### src/rtl/pwm_duty_ramp_ctrl_if.sv
// Host-side bundle of pwm_duty_ramp_ctrl: the target handshake, abort, the generator
// button outputs and the status outputs.
interface pwm_duty_ramp_ctrl_if #(
  parameter int DUTY_W = 4
);
  logic              tgt_valid;
  logic              tgt_ready;
  logic [DUTY_W-1:0] tgt_duty;
  logic              abort;
  logic              increase_duty;
  logic              decrease_duty;
  logic [DUTY_W-1:0] cur_duty;
  logic              busy;
  logic              done;

  modport master (
    output tgt_valid, tgt_duty, abort,
    input  tgt_ready, increase_duty, decrease_duty, cur_duty, busy, done
  );

  modport slave (
    input  tgt_valid, tgt_duty, abort,
    output tgt_ready, increase_duty, decrease_duty, cur_duty, busy, done
  );
endinterface

### src/rtl/pwm_duty_ramp_ctrl.sv
// Steps the 10-step PWM generator's duty toward a host target using timed button pulses.
// The optional PWM_RAMP_RETARGET_EN build accepts a new target while the FSM is in GAP.
module pwm_duty_ramp_ctrl #(
  parameter int DUTY_W       = 4,
  parameter int MAX_DUTY     = 10,
  parameter int INIT_DUTY    = 5,
  parameter int PRESS_CYCLES = 4,
  parameter int GAP_CYCLES   = 4,
  parameter int CNT_W        = 8
) (
  input logic                  clk,
  input logic                  rst_n,
  pwm_duty_ramp_ctrl_if.slave  bus
);

  typedef enum logic [1:0] {IDLE, PRESS, GAP} state_t;

  localparam logic [DUTY_W-1:0] MAX_D      = DUTY_W'(MAX_DUTY);
  localparam logic [DUTY_W-1:0] INIT_D     = DUTY_W'(INIT_DUTY);
  localparam logic [CNT_W-1:0]  PRESS_LAST = CNT_W'(PRESS_CYCLES - 1);
  localparam logic [CNT_W-1:0]  GAP_LAST   = CNT_W'(GAP_CYCLES - 1);

  state_t            state_q, state_d;
  logic [CNT_W-1:0]  timer_q, timer_d;
  logic [DUTY_W-1:0] cur_q, cur_d;
  logic [DUTY_W-1:0] target_q, target_d;
  logic              up_q, up_d;
  logic              abort_q, abort_d;
  logic              inc_q, inc_d;
  logic              dec_q, dec_d;
  logic              done_q, done_d;
  logic              ready;
  logic              accept;
  logic [DUTY_W-1:0] tgt_clamped;

`ifdef PWM_RAMP_RETARGET_EN
  assign ready = (state_q == IDLE) || (state_q == GAP);
`else
  assign ready = (state_q == IDLE);
`endif

  assign accept      = bus.tgt_valid & ready;
  assign tgt_clamped = (bus.tgt_duty > MAX_D) ? MAX_D : bus.tgt_duty;

  always_comb begin
    state_d  = state_q;
    timer_d  = timer_q;
    cur_d    = cur_q;
    target_d = target_q;
    up_d     = up_q;
    abort_d  = abort_q;
    done_d   = 1'b0;

    case (state_q)
      IDLE: begin
        abort_d = 1'b0;
        if (accept) begin
          target_d = tgt_clamped;
          up_d     = (tgt_clamped > cur_q);
          if (tgt_clamped == cur_q) begin
            done_d = 1'b1;
          end else begin
            state_d = PRESS;
            timer_d = '0;
          end
        end
      end

      PRESS: begin
        abort_d = abort_q | bus.abort;
        if (timer_q == PRESS_LAST) begin
          // The shadow moves once per completed press, saturating at the legal range.
          if (up_q && (cur_q < MAX_D)) begin
            cur_d = cur_q + 1'b1;
          end else if (!up_q && (cur_q != '0)) begin
            cur_d = cur_q - 1'b1;
          end
          state_d = GAP;
          timer_d = '0;
        end else begin
          timer_d = timer_q + 1'b1;
        end
      end

      GAP: begin
        abort_d = abort_q | bus.abort;
`ifdef PWM_RAMP_RETARGET_EN
        if (accept) begin
          target_d = tgt_clamped;
          up_d     = (tgt_clamped > cur_q);
          abort_d  = 1'b0;
        end
`endif
        if (timer_q == GAP_LAST) begin
          timer_d = '0;
          // Reaching the target outranks a pending abort.
          if (target_d == cur_q) begin
            state_d = IDLE;
            done_d  = 1'b1;
            abort_d = 1'b0;
          end else if (abort_d) begin
            state_d = IDLE;
            abort_d = 1'b0;
          end else begin
            state_d = PRESS;
          end
        end else begin
          timer_d = timer_q + 1'b1;
        end
      end

      default: begin
        state_d = IDLE;
        timer_d = '0;
      end
    endcase

    inc_d = (state_d == PRESS) &  up_d;
    dec_d = (state_d == PRESS) & ~up_d;
  end

  always_ff @(posedge clk) begin
    if (!rst_n) begin
      state_q  <= IDLE;
      timer_q  <= '0;
      cur_q    <= INIT_D;
      target_q <= INIT_D;
      up_q     <= 1'b0;
      abort_q  <= 1'b0;
      inc_q    <= 1'b0;
      dec_q    <= 1'b0;
      done_q   <= 1'b0;
    end else begin
      state_q  <= state_d;
      timer_q  <= timer_d;
      cur_q    <= cur_d;
      target_q <= target_d;
      up_q     <= up_d;
      abort_q  <= abort_d;
      inc_q    <= inc_d;
      dec_q    <= dec_d;
      done_q   <= done_d;
    end
  end

  assign bus.tgt_ready     = ready;
  assign bus.increase_duty = inc_q;
  assign bus.decrease_duty = dec_q;
  assign bus.cur_duty      = cur_q;
  assign bus.busy          = (state_q != IDLE);
  assign bus.done          = done_q;

endmodule

### src/flat_wrapper.sv
// flat-port wrapper written by rule: the top's interface ports become plain ports
module pwm_duty_ramp_ctrl_flat 
#(
  parameter int DUTY_W       = 4,
  parameter int MAX_DUTY     = 10,
  parameter int INIT_DUTY    = 5,
  parameter int PRESS_CYCLES = 4,
  parameter int GAP_CYCLES   = 4,
  parameter int CNT_W        = 8
)
  (clk, rst_n, bus_tgt_valid, bus_tgt_duty, bus_abort, bus_tgt_ready, bus_increase_duty, bus_decrease_duty, bus_cur_duty, bus_busy, bus_done);
  pwm_duty_ramp_ctrl_if #(.DUTY_W(DUTY_W)) bus_i ();
  input logic clk;
  input logic rst_n;
  input wire logic [$bits(bus_i.tgt_valid)-1:0] bus_tgt_valid;
  input wire logic [$bits(bus_i.tgt_duty)-1:0] bus_tgt_duty;
  input wire logic [$bits(bus_i.abort)-1:0] bus_abort;
  output wire logic [$bits(bus_i.tgt_ready)-1:0] bus_tgt_ready;
  output wire logic [$bits(bus_i.increase_duty)-1:0] bus_increase_duty;
  output wire logic [$bits(bus_i.decrease_duty)-1:0] bus_decrease_duty;
  output wire logic [$bits(bus_i.cur_duty)-1:0] bus_cur_duty;
  output wire logic [$bits(bus_i.busy)-1:0] bus_busy;
  output wire logic [$bits(bus_i.done)-1:0] bus_done;
  assign bus_i.tgt_valid = bus_tgt_valid;
  assign bus_i.tgt_duty = bus_tgt_duty;
  assign bus_i.abort = bus_abort;
  assign bus_tgt_ready = bus_i.tgt_ready;
  assign bus_increase_duty = bus_i.increase_duty;
  assign bus_decrease_duty = bus_i.decrease_duty;
  assign bus_cur_duty = bus_i.cur_duty;
  assign bus_busy = bus_i.busy;
  assign bus_done = bus_i.done;
  pwm_duty_ramp_ctrl #(.DUTY_W(DUTY_W), .MAX_DUTY(MAX_DUTY), .INIT_DUTY(INIT_DUTY), .PRESS_CYCLES(PRESS_CYCLES), .GAP_CYCLES(GAP_CYCLES), .CNT_W(CNT_W)) u_core (.clk(clk), .rst_n(rst_n), .bus(bus_i));
endmodule
### config.mk
export PLATFORM = sky130hd
export DESIGN_NAME = pwm_duty_ramp_ctrl_flat
export DESIGN_NICKNAME = d
export VERILOG_FILES = /design/src/rtl/pwm_duty_ramp_ctrl_if.sv /design/src/rtl/pwm_duty_ramp_ctrl.sv /design/src/flat_wrapper.sv
export SDC_FILE = /design/constraint.sdc
export NUM_CORES = 1
export LEC_CHECK = 0
export ABC_AREA = 1
export ABC_CLOCK_PERIOD_IN_PS = 5100
export CAP_MARGIN = 25
export CORE_UTILIZATION = 50
export DETAILED_ROUTE_END_ITERATION = 16
export MAX_ROUTING_LAYER = met4
export PLACE_DENSITY = 0.73
export REMOVE_ABC_BUFFERS = 1
export SKIP_LAST_GASP = 1
export SYNTH_ARGS = -nofsm -noshare
export SYNTH_HDL_FRONTEND = slang
export SYNTH_SLANG_ARGS = --single-unit
### constraint.sdc
create_clock -name clk -period 5.1 [get_ports clk]
set_input_delay 0.765 -clock clk [delete_from_list [all_inputs] [get_ports clk]]
set_output_delay 0.765 -clock clk [all_outputs]
set_load 0.01 [all_outputs]
==> impl_results.md <==
- Worst Setup Slack, final: 2.579 ns
- Input/output buffers: 16
- # Post-CTS Setup Buffers: 0
- Total of max-cap violations: 0
- Period utilization: 49.44%
- Register area share after synthesis: 32.65%
- Synth cell types: 25
- Max-slew violations: 0
- Fmax: 396.6 MHz
- Post-CTS Resized: 0
- Max FO, Critical Path: 5
- Remaining DRCs: 0
- Kind of critical path: reg2out
- Clock sink total: 23
- Clk buf depth: 2
- Min Clock Period, post-route: 2.521 ns
- R2r startpoint: u_core.bus.cur_duty[3]
- CP required: 4.34 ns
- Mux cell area share after synthesis: 0.7098%
- Power density over the cells: 216.7 mW/mm^2
- Syn Area/Cell: 6.946 um^2
- Core area: 0.002567 mm^2
- Slew Limit Headroom: 74.83%
- CTS tree: built
- Compound-cell area share of the yosys netlist: 13.49%
- Synth Area in Simple Gates: 30.79%
- Worst-Skew Late Latency: 0.31 ns
- GRT overflow: 0
- Post-CTS Hold Buffers: 0
- Antenna violations before repair: 0
- Final Hold Vio Count: 0
- HP Start: u_core.target_q[3]
- GRT Total Usage: 23.25%
- Syn Std Cell Area: 0.001410 mm^2
- Slowest cell delay on critical path: 0.53 ns
- Die area: 0.003037 mm^2
- Final std cells w/o fill: 252
- Die Span X: 55.11 um
- Layout cell share with drive strength beyond 1: 8.559%
- Largest family of logic cells by synthesized area: simple AND/OR/NAND/NOR gates
- CP Launch Type: flop
- Worst path cell trace: inv_1 > ha_1 > inv_1 > clkdlybuf4s50_1
- Clock transition at path regs: 0.13 ns
- Post-DRT Antenna Nets: 0
- Setup TNS: 0 ns
- Actual slew at the worst max-slew pin: 0.3670 ns
- RSZ-0062 raised after global routing: false
- Final setup fails: 0
- Final nets: 243
- Static leakage: 0.7738 nW
- Initial DRC count: 24
- Placed cell count: 248
- Synth Warn #: 0
- Vias in the first global route: 1,232
- Die Ht: 55.11 um
- Status: finished, final reports clean
- Total power: 0.3536 mW
- Seq cells post-synth: 23
- Largest net degree at the start of global routing: 14
- Routed len/inst: 11.98 um
- Worst slack at placement: 2.315 ns
- Ports: 17
- Worst Hold Class: reg2reg
- Vias/cell: 5.270
- Max H-tree Level: 1
- First-pass GRT wire length: 4.850 mm
- Cell count after synthesis: 203
- CTS Buf Count: 3
- Via count: 1,328
- DP Wirelength: 2.461 mm
- Slowest-stage cell, CP: clkdlybuf4s50_1
- WP data arrival: 1.76 ns
- Root buf cell: clkbuf_4
- Most frequent CP cell: inv_1
- Row count: 18
- Antenna diodes: 0
- VDD IR-drop max: 0.1750 mV
- Starting density of the core: 54.92%
- Final cell utilization of the core: 63.55%
- Clock skew: 0.004563 ns
- Area delta synth->final: 15.71%
- Crit. End Element: output port
- Gpl congestion: 0.9074
- Final wirelength: 3.019 mm
- Crit path launch: u_core.state_q[0]
- First-pass DRT Iterations: 4
- Post-synthesis adder-cell area fraction: 11.18%
- Xor and xnor area share after synthesis: 1.863%
[layout make-up]
| class | count | area [um^2] |
|---|---|---|
| Inverter | 34 | 127.6 |
| Fill cell | 238 | 935.9 |
| Multi-Input combinational cell | 145 | 818.3 |
| Clock inverter | 1 | 5.005 |
| Timing Repair Buffer | 16 | 160.2 |
| Sequential cell | 23 | 460.4 |
| Clock buffer | 3 | 22.52 |
| Tap cell | 30 | 37.54 |
[per-stage QoR]
stage,cell area [um^2],hold WS (ns)
2_1_floorplan,1406,0.4431
3_3_place_gp,1604,0.4572
3_5_place_dp,1604,0.4716
4_1_cts,1632,0.4907
5_1_grt,1632,0.5148
6_report,1632,0.4937
[cell usage after synthesis]
cell,count,area share (%)
a21o_1,1,0.53
nand3_1,11,3.9
clkbuf_1,1,0.27
inv_2,5,1.3
or2_2,1,0.44
fa_1,1,1.4
ha_1,11,9.8
inv_1,28,7.5
nor2_4,1,0.80
mux2i_1,1,0.71
a21oi_4,1,1.2
or2_1,1,0.44
nand2_4,4,3.2
nor2_2,2,0.89
nor2_1,15,4.0
dfxtp_1,23,33
clkinv_1,1,0.27
nand2_1,50,13
nor3_1,5,1.8
nand4_1,3,1.3
nand3_2,1,0.71
a21oi_1,18,6.4
xor2_1,3,1.9
o21ai_0,14,5.0
a31oi_1,1,0.44
[cells in the final DEF (no fill, tap or decap)]
master / instances
dfxtp_1: 23
mux2i_1: 1
nand2_1: 50
a21oi_1: 18
ha_1: 11
clkdlybuf4s50_1: 16
or2_2: 1
inv_1: 28
nor2_4: 1
o21ai_0: 14
fa_1: 1
nand4_1: 3
nand3_2: 1
nand2_4: 4
clkinv_1: 1
clkbuf_4: 3
nor2_2: 2
xor2_1: 3
inv_2: 5
nor2_1: 15
a31oi_1: 1
nor3_1: 5
a21oi_4: 1
or2_1: 1
clkinv_2: 1
nand3_1: 11
a21o_1: 1
[critical path, delay by kind of cell, from the launching register on]
family	cells	cell delay, ns
flip-flops	1	0.44
buffers and inverters	3	0.72
adder cells (fa/ha/maj)	1	0.29
[report_power, final]
group          internal (mW)  switching [mW]
combinational         0.0321          0.0437
clock                 0.0293          0.0552
sequential             0.187         0.00602
total                  0.249           0.105
[layer usage]
layer	GRT usage, %	vias up	wire length (um)
met2	42.57	25	1563
met3	3.279	6	91
li1	-	685	-
met4	10.00	0	42
met5	-	-	0
met1	24.67	612	1323
[registers in the layout, summed over array words and instances (netlist names)]
register / cells
u_core.abort_q: 1
u_core.bus.cur_duty: 4
u_core.bus.decrease_duty: 1
u_core.bus.done: 1
u_core.bus.increase_duty: 1
u_core.state_q: 2
u_core.target_q: 4
u_core.timer_q: 8
u_core.up_q: 1
[cells by family after synthesis]
family,Yosys count
AOI/OAI and AO/OA,35
xor gates and xnor gates,3
adders and majority gates,12
buffers and inverters,35
DFF,23
muxes,1
and+or+nand+nor,94
[final timing paths]
path	cells after the start	endpoint	slack, ns
setup / recovery	4	bus_busy	2.58
hold / removal	2	u_core.target_q[3]	0.49
setup reg to reg	10	u_core.timer_q[7]	3.18
hold reg to reg	2	u_core.target_q[3]	0.49
Power figures use the tool's default switching activity.
